--- src/rtl/shift_right_unit.sv ---
// shift_right_unit
//   Multi-cycle right shifter for srl/sra/srlv/srav. The operand is shifted
//   one bit per clock; the control unit pulses start, stalls on busy and
//   writes result back when done pulses.
//
// Ports:
//   clk      rising-edge clock
//   reset    synchronous, active-high reset (highest priority)
//   start    request pulse; operands captured on the accepting edge
//   arith    1 = sign fill (sra), 0 = zero fill (srl)
//   shamt    shift amount, 0 .. 2^SHAMT_W-1
//   data_in  operand
//   result   shifted value, held until the next done
//   busy     high while an operation is in progress
//   done     one-cycle completion pulse
module shift_right_unit #(
    parameter int WIDTH   = 32,
    parameter int SHAMT_W = 5
) (
    input  logic               clk,
    input  logic               reset,
    input  logic               start,
    input  logic               arith,
    input  logic [SHAMT_W-1:0] shamt,
    input  logic [WIDTH-1:0]   data_in,
    output logic [WIDTH-1:0]   result,
    output logic               busy,
    output logic               done
);

    typedef enum logic {
        IDLE,
        SHIFT
    } state_t;

    state_t             state;
    logic [WIDTH-1:0]   sreg;
    logic [SHAMT_W-1:0] cnt;
    logic               fill;

    // busy mirrors the SHIFT state but is kept as its own register so every
    // output comes straight from a flop.
    always_ff @(posedge clk) begin
        if (reset) begin
            state  <= IDLE;
            sreg   <= '0;
            cnt    <= '0;
            fill   <= 1'b0;
            result <= '0;
            busy   <= 1'b0;
            done   <= 1'b0;
        end else begin
            done <= 1'b0;
            unique case (state)
                IDLE: begin
                    if (start) begin
                        sreg  <= data_in;
                        cnt   <= shamt;
                        // Fill bit is latched once; later input changes are ignored.
                        fill  <= arith & data_in[WIDTH-1];
                        busy  <= 1'b1;
                        state <= SHIFT;
                    end
                end
                SHIFT: begin
                    // start is deliberately not looked at here.
                    if (cnt != '0) begin
                        sreg <= {fill, sreg[WIDTH-1:1]};
                        cnt  <= cnt - SHAMT_W'(1);
                    end else begin
                        result <= sreg;
                        done   <= 1'b1;
                        busy   <= 1'b0;
                        state  <= IDLE;
                    end
                end
                default: state <= IDLE;
            endcase
        end
    end

endmodule

--- config.mk ---
export PLATFORM = sky130hd
export DESIGN_NAME = shift_right_unit
export DESIGN_NICKNAME = d
export VERILOG_FILES = /design/src/rtl/shift_right_unit.sv
export SDC_FILE = /design/constraint.sdc
export NUM_CORES = 1
export LEC_CHECK = 0
export CAP_MARGIN = 5
export CORE_MARGIN = 1.5
export CORE_UTILIZATION = 49
export DETAILED_ROUTE_END_ITERATION = 8
export GPL_TIMING_DRIVEN = 0
export HOLD_SLACK_MARGIN = 0.15
export PLACE_DENSITY_LB_ADDON = 0.2
export SKIP_LAST_GASP = 1
export SYNTH_ARGS = -nofsm -noshare
export SYNTH_HDL_FRONTEND = slang
export SYNTH_SLANG_ARGS = --single-unit
--- constraint.sdc ---
create_clock -name clk -period 2.27 [get_ports clk]
set_input_delay 0.227 -clock clk [delete_from_list [all_inputs] [get_ports clk]]
set_output_delay 0.227 -clock clk [all_outputs]
set_load 0.01 [all_outputs]
After elaboration in Yosys (flattened, before gate mapping):

Index checks and enable logic that the tools add are counted.

* memories kept: 0
* input bits: 41
* word-level logic and storage cells: 33
* RAM bits: 0
* register bits: 73
* output and inout bits: 34
* bits in latches: 0
* ROM bits: 0

* shift operators: 0
* bitwise logic cells: 3
* muxes and demuxes: 13
* reductions and logical operators: 6
* equal/unequal tests: 3
* $add $sub $neg: 1
* multipliers: 0
* magnitude comparators: 0
* divide/modulo/power cells: 0

Operators with widths (count)
* 2-to-1 mux 32 bit: 2
* case mux 32 bit (2 select lines): 1
* 2-to-1 mux 5 bit: 2
* case mux 5 bit (2 select lines): 1
* AND reduction 2 bit: 4
* 2-to-1 mux 1 bit: 5
* nonzero test 5 bit: 1
* subtractor 5 x 1 -> 5 bit, second input constant: 1
* inequality test 2 bit, second input constant: 2
* case mux 1 bit (2 select lines): 2
* inequality test 2 x 1 -> 1 bit, second input constant: 1
* inverter 1 bit: 2
* OR reduction 2 bit: 1
* AND 1 bit: 1

Depth between registers and ports, before layout:

* word-level depth: 3
* mapped depth: 7

Least setup slack after synthesis:

Ideal clock, no wire load.

* path type: register to register
* start: register cnt[0]
* end: register result[10]
* cell stages (with the launch flop): 8
* library setup time: 59 ps
* clock period less this slack: 1665 ps
* required time: 2211 ps
* slack: 605 ps
* arrival time: 1607 ps
* cell sequence: dfxtp_1 > inv_1 > ha_1 > nor2b_1 > buf_2 > a21oi_2 > clkbuf_1 > a22o_1

* word-level cells in the longest chain between the ends: 3

RTL lines
* start: declaration: RTL line 38 `logic [SHAMT_W-1:0] cnt;`
* start signal: assignment: RTL line 58 `cnt <= shamt;`
* start signal: assignment: RTL line 69 `cnt <= cnt - SHAMT_W'(1);`
* nonzero test 5 bit: RTL line 67 `if (cnt != '0) begin`
* inverter 1 bit (no line)
* AND reduction 2 bit (no line)
* end signal: assignment: RTL line 71 `result <= sreg;`
* end: declaration: RTL line 26 `output logic [WIDTH-1:0] result,`

No other way between the ends.
A chain may end at the register's enable or synchronous reset.

Worst setup path after layout:

* start: register cnt[0]
* end: register result[23]

Same word-level chain as after synthesis.

==> results.md <==
- Outcome: complete, no violations
- Unrepaired setup endpoints after global routing: false
- Setup Fix Bufs, Post-CTS: 0
- Hold Vio Cnt, Final: 0
- # diodes: 0
- Rel. slew slack: 0.625
- Nets: 434
- Simple-gate share of the synthesized area: 0.0531
- Critical Path Start Type: flop
- Worst setup EP type: flop
- Synthesized area: 0.00318 mm2
- Clk Latency, worst-skew pair: 0.33 ns
- Area occupied by multi-input gates: 0.00144 mm2
- Post-DP Area: 0.00401 mm2
- Post-Synth XOR/XNOR Area: 0
- CTS Buffer Depth: 2
- Vias in the first global route: 2511
- Worst EP arrival: 2.36 ns
- Post-synthesis adder-cell area fraction: 0.00393
- Wire per inst: 15.0 um
- Via/cell ratio: 5.43
- CTS sink count: 73
- Util after Layout: 0.667
- Cell taking the most area after synthesis: dfxtp_1
- Sequential cell area: 0.00146 mm2
- DP HPWL: 5010 um
- Period Utilization, post-route: 0.920
- FP Rows: 29
- First-pass GRT wire length: 11800 um
- Initial Utilization: 0.504
- Number of iterations in the first detailed-routing pass: 4
- Sequential fraction of the synthesis area: 0.459
- Unique masters post-synth: 36
- Number of I/O port buffers: 73
- Mux contribution to synthesized area: 0.120
- Crit path max fanout: 10
- Share of cells above drive strength 1: 0.189
- DRC: 0
- Final setup TNS: 0 ns
- Max-cap violations: 0
- Core Box Area: 0.00631 mm2
- H-tree Lvls: 3
- Hold WC Path Type: input port to flop
- Clock Pin Slew Worst Setup and Hold Paths: 0.08 ns
- Top cells by area, synth: dfxtp_1 46%, a211oi_1 15%, mux2_2 12%
- Placed Cells: 458
- DR vias: 2575
- Max Fclk: 0.479 GHz
- Num ports: 75
- Crit path time final: 2.09 ns
- Max rail drop VDD: 0.000413 V
- Final setup fails: 0
- Clock Skew: 0.0119 ns
- Routability cong.: 0.813
- Async SR Flop Fraction: 0
- FF+latch count, synth: 73
- Compound-Gate Fraction of Synth Area: 0.274
- CTS tree: yes
- Hold buffers post-CTS: 0
- Antenna viol nets, final: 0
- Largest net degree at the start of global routing: 14
- Post-route cell area: 0.00421 mm2
- Share of the synthesized area in the top cell type: 0.459
- Die X: 83.6 um
- Grt ovf: 0
- Most frequent cells in the layout: 73 x dfxtp_1, 73 x clkdlybuf4s50_1, 64 x a211oi_1
- Root buf cell: clkbuf_8
- Slew Limit Fails: 0
- Final wirelength: 7090 um
- Post-synthesis area per instance: 10.3 um2
- Initial antenna violation count: 0
- CP Class: flop to flop
- Hold_ws: 0.383 ns
- Synth Instances: 308
- 1st-iter DRT viols: 126
- Worst EP required: 2.54 ns
- Worst slew pin tran: 0.560 ns
- Synth warn: 0
- Overall die area: 0.00699 mm2
- GRT Overall Usage: 0.208
- Largest family of logic cells by synthesized area: compound AO/OA/AOI/OAI gates
- Layout fillers: 538
- Post-route insts no fill: 474
- Area Growth Syn to Fin: 32.4%
- Leak pwr: 1.56 nW
- Synth Net Count: 350
- TritonCTS Buffers: 9
- PostCTS Resize Cnt: 0
- Post-synth top flop: dfxtp_1
- Number of synthesized flops with an enable pin: 0
- Pwr Density: 772 mW/mm2
- Die Y: 83.6 um
-- path summary, 6_finish.rpt --
check | from | cells past startpoint | slack, ns | to
max | cnt[0] | 7 | 0.18 | result[23]
min | reset | 3 | 0.38 | cnt[3]
max reg2reg | cnt[0] | 7 | 0.18 | result[23]
min reg2reg | sreg[0] | 1 | 0.47 | result[0]
-- power breakdown --
group          internal [W]  switching, W  leakage, nW
registers           0.00141     0.0000894        0.599
clock network      0.000539      0.000480       0.0985
logic              0.000368      0.000372        0.864
total               0.00231      0.000941         1.56
-- cell type report --
type                            instances  share of cell area
Buffer                                 29              0.0362
Clock buffer                           10              0.0327
Clock inverter                          6              0.0160
Inverter                               35              0.0312
Multi-Input combinational cell        171               0.341
Sequential cell                        73               0.347
Tap cell                               77              0.0229
Timing Repair Buffer                   73               0.173
-- through the flow --
stage,worst slack [ns],total power (W)
floorplan,0.605,0.00200
global placement,0.241,0.00225
detailed placement,0.199,0.00226
CTS,0.173,0.00328
global route,0.00794,0.00343
finish,0.181,0.00326
-- synthesized netlist by cell type, types with 2 or more instances --
| library cell | n |
|---|---|
| dfxtp_1 | 73 |
| a211oi_1 | 64 |
| inv_1 | 35 |
| mux2_2 | 34 |
| a22o_1 | 32 |
| buf_2 | 14 |
| clkbuf_1 | 11 |
| nand2b_1 | 5 |
| nor2b_1 | 5 |
| a21oi_1 | 3 |
| buf_6 | 3 |
| o21ai_0 | 3 |
| nand2_1 | 2 |
| nor2_1 | 2 |
-- worst max-delay path, stage by stage, from the launching register on --
cell and delay, ns:
dfxtp_1 0.36, inv_1 0.08, ha_1 0.25, nor2b_1 0.14
buf_2 0.17, a21oi_2 0.41, clkbuf_1 0.42, a22o_1 0.21
-- flip-flops by register name, summed over array words and instances, names as in the netlist --
signal and count:
busy 1, cnt 5, done 1, fill 1, result 32, sreg 32, state 1
-- kinds of logic after synthesis --
kind of cell / count (synthesis)
fa+ha+maj: 1
flops: 73
compound gates: 112
buf+inv: 64
mux: 34
simple gates: 24
-- per-layer routing --
layer,wire (um),part of all wire,track usage
met5,0,0,0
met4,73,0.010,0.0864
met3,300,0.042,0.0376
met2,3220,0.45,0.326
met1,3490,0.49,0.284
Note: power is estimated with default switching activity, not from simulation.
